<file path="src/rtl/mix_columns_seq.sv">
// mix_columns_seq: sequential AES MixColumns/InvMixColumns over a vector, LANES columns per cycle
module mix_columns_seq #(
  parameter int REG_SIZE = 32,
  parameter int VEC_SIZE = 4,
  parameter int LANES    = 1
) (
  input  logic                         clk,
  input  logic                         rst,
  input  logic                         in_valid,
  output logic                         in_ready,
  input  logic                         in_inv,
  input  logic [VEC_SIZE*REG_SIZE-1:0] vect,
  output logic                         out_valid,
  input  logic                         out_ready,
  output logic [VEC_SIZE*REG_SIZE-1:0] new_vect,
  output logic                         busy
);
  localparam int IW = VEC_SIZE > 1 ? $clog2(VEC_SIZE) : 1;
  localparam logic [1:0] IDLE = 2'd0;
  localparam logic [1:0] RUN  = 2'd1;
  localparam logic [1:0] DONE = 2'd2;
  logic [1:0]                   state;
  logic [IW-1:0]                idx;
  logic [VEC_SIZE*REG_SIZE-1:0] cap;
  logic                         inv_q;
  logic                         last;
  function automatic logic [7:0] xt(input logic [7:0] b);
    return {b[6:0], 1'b0} ^ (b[7] ? 8'h1b : 8'h00);
  endfunction
  function automatic logic [31:0] mix(input logic [31:0] c, input logic inv);
    logic [7:0] b [4];
    logic [7:0] m2 [4];
    logic [7:0] m3 [4];
    logic [7:0] m9 [4];
    logic [7:0] mb [4];
    logic [7:0] md [4];
    logic [7:0] me [4];
    logic [7:0] t2, t4, t8;
    logic [31:0] r;
    r = '0;
    for (int j = 0; j < 4; j++) begin
      b[j]  = c[31-8*j -: 8];
      t2    = xt(b[j]);
      t4    = xt(t2);
      t8    = xt(t4);
      m2[j] = t2;
      m3[j] = t2 ^ b[j];
      m9[j] = t8 ^ b[j];
      mb[j] = t8 ^ t2 ^ b[j];
      md[j] = t8 ^ t4 ^ b[j];
      me[j] = t8 ^ t4 ^ t2;
    end
    // row i is the circulant of {2,3,1,1} / {E,B,D,9} rotated by i
    for (int i = 0; i < 4; i++)
      r[31-8*i -: 8] = inv ? me[2'(i)] ^ mb[2'(i+1)] ^ md[2'(i+2)] ^ m9[2'(i+3)]
                           : m2[2'(i)] ^ m3[2'(i+1)] ^ b[2'(i+2)] ^ b[2'(i+3)];
    return r;
  endfunction
  assign in_ready  = state == IDLE;
  assign out_valid = state == DONE;
  assign busy      = state == RUN;
  assign last      = idx == IW'(VEC_SIZE - LANES);
  always_ff @(posedge clk) begin
    if (rst) begin
      state    <= IDLE;
      idx      <= '0;
      cap      <= '0;
      inv_q    <= 1'b0;
      new_vect <= '0;
    end else if (state == IDLE) begin
      if (in_valid) begin
        cap   <= vect;
        inv_q <= in_inv;
        idx   <= '0;
        state <= RUN;
      end
    end else if (state == RUN) begin
      for (int l = 0; l < LANES; l++)
        new_vect[(int'(idx)+l)*REG_SIZE +: REG_SIZE] <= mix(cap[(int'(idx)+l)*REG_SIZE +: REG_SIZE], inv_q);
      idx   <= last ? '0 : idx + IW'(LANES);
      state <= last ? DONE : RUN;
    end else begin
      state <= out_ready ? IDLE : DONE;
    end
  end
endmodule
</file>
<file path="config.mk">
export PLATFORM = sky130hd
export DESIGN_NAME = mix_columns_seq
export DESIGN_NICKNAME = d
export VERILOG_FILES = /design/src/rtl/mix_columns_seq.sv
export SDC_FILE = /design/constraint.sdc
export NUM_CORES = 1
export LEC_CHECK = 0
export ABC_AREA = 1
export BUFFER_PORTS_ARGS = -buffer_cell sky130_fd_sc_hd__buf_2
export CORE_AREA = 8 8 97 99
export DETAILED_ROUTE_END_ITERATION = 7
export DIE_AREA = 0 0 105 107
export PLACE_DENSITY = 0.55
export RECOVER_POWER = 100
export REMOVE_ABC_BUFFERS = 1
export SYNTH_ARGS = -nofsm -noshare
export SYNTH_HDL_FRONTEND = slang
export SYNTH_SLANG_ARGS = --single-unit
</file>
<file path="constraint.sdc">
create_clock -name clk -period 0.96 [get_ports clk]
set_input_delay 0.288 -clock clk [delete_from_list [all_inputs] [get_ports clk]]
set_output_delay 0.288 -clock clk [all_outputs]
set_load 0.05 [all_outputs]
</file>
# Word-level counts from Yosys, hierarchy flattened
# Index checks and enable logic that the tools add are counted.
[word_totals]
ff_bits = 132
inputBits = 133
wordCells = 26
[classes]
addsub = 2
n_eq_ne = 4
shift = 2
muxes = 10
bitwise_logic = 1
reduce_logical = 4
[ops]
columns = ["op", "count"]
rows = [
  ["128-bit bitwise mux", 1],
  ["32-bit by 33-bit variable shift with 128-bit output (first input constant)", 1],
  ["1-bit by 33-bit indexed part select with 128-bit output (first input constant)", 1],
  ["7-bit negator with 33-bit output", 1],
  ["2-bit two-way mux", 9],
  ["2-bit equality test (second input constant)", 2],
  ["2-bit AND reduction", 2],
  ["2-bit by 1-bit adder with 2-bit output (second input constant)", 1],
  ["2-bit by 1-bit equality test with 1-bit output (second input constant)", 1],
  ["2-bit logical NOT", 1],
  ["2-bit inequality test (second input constant)", 1],
  ["2-bit nonzero test", 1],
  ["1-bit NOT", 1],
]

# Longest topological paths before layout
[logic_depth]
ltp_word = 4
ltp_mapped = 5
ltp_nobuf = 5

# Least setup slack after synthesis
# OpenSTA, ideal clock, no wires.
[synth_timing]
path_type = "register -> output"
start = "register state[1]"
end = "output out_valid"
arrival_time_ns = 1.086
required_time_ns = 0.672
setup_slack_ns = -0.414
stages_incl_launch_ff = 3
path_buffers = 0
path_cell_list = "dfxtp_1 -> inv_2 -> nor2_1"
[synth_between]
elab_chain_cells = 1
[synth_lines]
columns = ["item", "line_no", "source"]
rows = [
  ["start: declaration", "22", "logic [1:0] state;"],
  ["start signal: assignment", "81", "state <= last ? DONE : RUN;"],
  ["start signal: assignment", "83", "state <= out_ready ? IDLE : DONE;"],
  ["2-bit equality test", "60", "assign out_valid = state == DONE;"],
  ["end: declaration", "13", "output logic out_valid,"],
]
# Every way passes these cells.

# Worst setup path after layout
[layout_timing]
start = "register state[1]"
end = "output busy"
[layout_between]
elab_chain_cells = 1
[layout_lines]
columns = ["item", "line_no", "source"]
rows = [
  ["2-bit by 1-bit equality test with 1-bit output", "61", "assign busy = state == RUN;"],
  ["end: declaration", "16", "output logic busy"],
]
# Every way passes these cells.

==> qor.tcl <==
set qor(crit_path_cell_trace) {inv_4, nand2_4, inv_4, buf_8}
set qor(failed_checks) {setup timing}
set qor(cts-htree-levels) 1
set qor(power_density_mw_per_mm2) 1785
set qor(hp-class) {in -> reg}
set qor(report.power.total_w) 0.001765
set qor(post_synth_num_cell_types) 14
set qor(clk_pin_slew_worst_paths_ns) 0.03
set qor(gp_routability_congestion) 0.5866
set qor(core_area_sq_mm) 0.007928
set qor(fin_tns_setup_ns) -0.6518
set qor(final_period_minus_worst_setup_slack_ns) 1.195
set qor(drcViolationCount) 0
set qor(sequential_share_of_the_synthesized_area_pct) 6.889
set qor(pin_count) 264
set qor(timing.fmax_mhz) 837.0
set qor(hold_ws_ns) 0.2466
set qor(die-width_um) 105
set qor(grt_first_pass_wirelength_mm) 2.994
set qor(synthCells) 157
set qor(die_area_sq_mm) 0.01124
set qor(timing.setup.critical_path_class) {reg -> out}
set qor(layout_worst_path_cycle_share_pct) 124.5
set qor(netlist_top_cells_area) {sky130_fd_sc_hd__buf_4, sky130_fd_sc_hd__dfxtp_1, sky130_fd_sc_hd__nand2_1}
set qor(final_nets) 306
set qor(max-clock-path-buffers) 2
set qor(area_grow_syn2layout_pct) -14.96
set qor(report.final.slew_viol_count) 0
set qor(initial_core_util_pct) 14.66
set qor(pin_count_of_the_biggest_net_entering_global_routing) 7
set qor(rows) 33
set qor(cts_made_buffers) 3
set qor(cts_num_sinks) 4
set qor(ys_ff_latch) 4
set qor(root_buffer) {sky130_fd_sc_hd__clkbuf_8}
set qor(startpoint_type) {flop}
set qor(antenna_left) 0
set qor(globalRoute.totalOverflow) 0
set qor(antennaDiodeCount) 0
set qor(cp_max_fo) 4
set qor(grt.total_usage_pct) 3.138
set qor(antenna_violations_before_repair) 0
set qor(firstDrtPassIters) 2
set qor(p_leak_nw) 0.6000
set qor(yosysTopAreaCell) {sky130_fd_sc_hd__buf_4}
set qor(ir_drop_mv) 1.059
set qor(timing_hold_violations_final) 0
set qor(synth_area_per_cell_sq_um) 7.404
set qor(warnings_from_yosys) 0
set qor(clock_skews_ns) 0.0005641
set qor(timing.critical_path.slowest_stage_cell) {sky130_fd_sc_hd__dfxtp_4}
set qor(critical-path-max-stage-delay_ns) 0.35
set qor(worst-endpoint-required_ns) 0.67
set qor(first_global_vias) 636
set qor(unrepaired_setup_endpoints_after_global_routing) {true}
set qor(wirelength_mm) 1.952
set qor(cts_tree) {built}
set qor(drt-wirelength-per-cell_um) 7.098
set qor(cp.arrival_ns) 0.91
set qor(setup_ws_post_layout_ns) -0.2348
set qor(detailed_place_hpwl_mm) 1.791
set qor(max-cap-violations) 0
set qor(via_count) 559
set qor(detail_route.iter0.violations) 12
set qor(syn-cell-area_sq_mm) 0.001162
set qor(top_cell_type_s_share_of_synthesized_area_pct) 82.67
set qor(viasPerCell) 2.033
set qor(worst_skew_pair.late_latency_ns) 0.21
set qor(pre_cts_ws_ns) -0.1533
set qor(die_h_um) 107
set qor(run_status) {finished with violations}
set qor(setup_violations) 3
set qor(timing.critical_path.to_type) {output port}
set qor(post_route_cells_drive_above_1_share_pct) 14.12
set qor(utilization_after_layout_pct) 12.47
set qor(worst_path_most_repeated_cell) {sky130_fd_sc_hd__inv_4}
set qor(layout.filler_cells) 953
set qor(buffer_ports.inserted) 6
[flip-flops by register name, indices dropped and copies added (netlist names)]
register,cells
state,2
idx,2
[per-stage QoR]
| stage | cell area, sq um | std cells |
|---|---|---|
| after global routing | 988.4 | 275 |
| after CTS | 949.7 | 274 |
| final | 988.4 | 275 |
| after global placement | 869.6 | 269 |
| after floorplan | 678.2 | 156 |
| after detailed placement | 869.6 | 269 |
[logic make-up after synthesis]
logic type | after synthesis | synth area share, %
and+or+nand+nor | 16 | 6.135
buffers and inverters | 132 | 83.96
other | 1 | 0.3226
AOI/OAI and AO/OA | 3 | 1.615
DFF | 4 | 6.889
adders and majority gates | 1 | 1.076
[power breakdown]
| group | internal (W) | total (W) | switching, W |
|---|---|---|---|
| Sequential | 0.000174 | 0.000187 | 0.0000128 |
| Combinational | 0.0000593 | 0.00123 | 0.00117 |
| Clock | 0.000267 | 0.000347 | 0.0000801 |
| Total | 0.000500 | 0.00176 | 0.00126 |
[per-layer routing]
metal | part of all wire [%] | up-vias | GRT usage [%]
met5 | 0 | - | 0
met4 | 0.51 | 0 | 1.223
met3 | 24 | 2 | 3.779
met2 | 48 | 81 | 4.842
met1 | 28 | 231 | 2.348
li1 | - | 245 | -
[cells in the mapped netlist]
master and n:
sky130_fd_sc_hd__nor3_1 1, sky130_fd_sc_hd__inv_1 2, sky130_fd_sc_hd__nand3_1 1, sky130_fd_sc_hd__dfxtp_1 4, sky130_fd_sc_hd__nand2_2 2, sky130_fd_sc_hd__buf_4 128, sky130_fd_sc_hd__inv_2 2, sky130_fd_sc_hd__a21oi_2 1
sky130_fd_sc_hd__nor2_1 5, sky130_fd_sc_hd__nand2_1 6, sky130_fd_sc_hd__nand3b_1 1, sky130_fd_sc_hd__a21oi_1 2, sky130_fd_sc_hd__conb_1 1, sky130_fd_sc_hd__ha_1 1
[area by class of cell]
type	instances	area (sq um)	area share [%]
Timing Repair Buffer	11	106.4	10.76
Multi-Input combinational cell	148	601.8	60.89
Inverter	4	20.02	2.025
Sequential cell	4	87.58	8.861
Clock buffer	3	41.29	4.177
Tap cell	105	131.4	13.29
[path summary, 6_finish.rpt]
kind / cells past startpoint / slack, ns / start / endpoint
max: 4 / -0.23 / state[1] / busy
min: 2 / 0.25 / rst / idx[1]
max reg2reg: 7 / 0.01 / state[1] / idx[1]
min reg2reg: 2 / 0.50 / idx[1] / idx[1]
[cells in the final DEF, fill, tap and decap left out]
master and n:
sky130_fd_sc_hd__a21oi_1 1, sky130_fd_sc_hd__a21oi_2 2, sky130_fd_sc_hd__buf_12 1, sky130_fd_sc_hd__buf_2 3
sky130_fd_sc_hd__buf_4 4, sky130_fd_sc_hd__buf_6 1, sky130_fd_sc_hd__buf_8 2, sky130_fd_sc_hd__clkbuf_8 3
sky130_fd_sc_hd__conb_1 128, sky130_fd_sc_hd__dfxtp_1 2, sky130_fd_sc_hd__dfxtp_4 2, sky130_fd_sc_hd__ha_1 1
sky130_fd_sc_hd__inv_1 2, sky130_fd_sc_hd__inv_4 2, sky130_fd_sc_hd__nand2_1 6, sky130_fd_sc_hd__nand2_2 1
sky130_fd_sc_hd__nand2_4 1, sky130_fd_sc_hd__nand3_1 1, sky130_fd_sc_hd__nand3b_1 1, sky130_fd_sc_hd__nor2_1 3
sky130_fd_sc_hd__nor2_2 1, sky130_fd_sc_hd__nor2_4 1, sky130_fd_sc_hd__nor3_1 1
[timing repair]
item,CTS,global route
pin swaps,0,3
hold buffers,0,0
buffers inserted,2,2
resized for setup,9,10
endpoints found under the setup margin,3,5
hold endpoints to repair,0,0
[critical path, delay by kind of cell (launching register included)]
family / cells / cell delay [ns]
simple gates: 1 / 0.06
buf+inv: 3 / 0.28
flops: 1 / 0.35
Note: power is estimated with default switching activity, not from simulation.
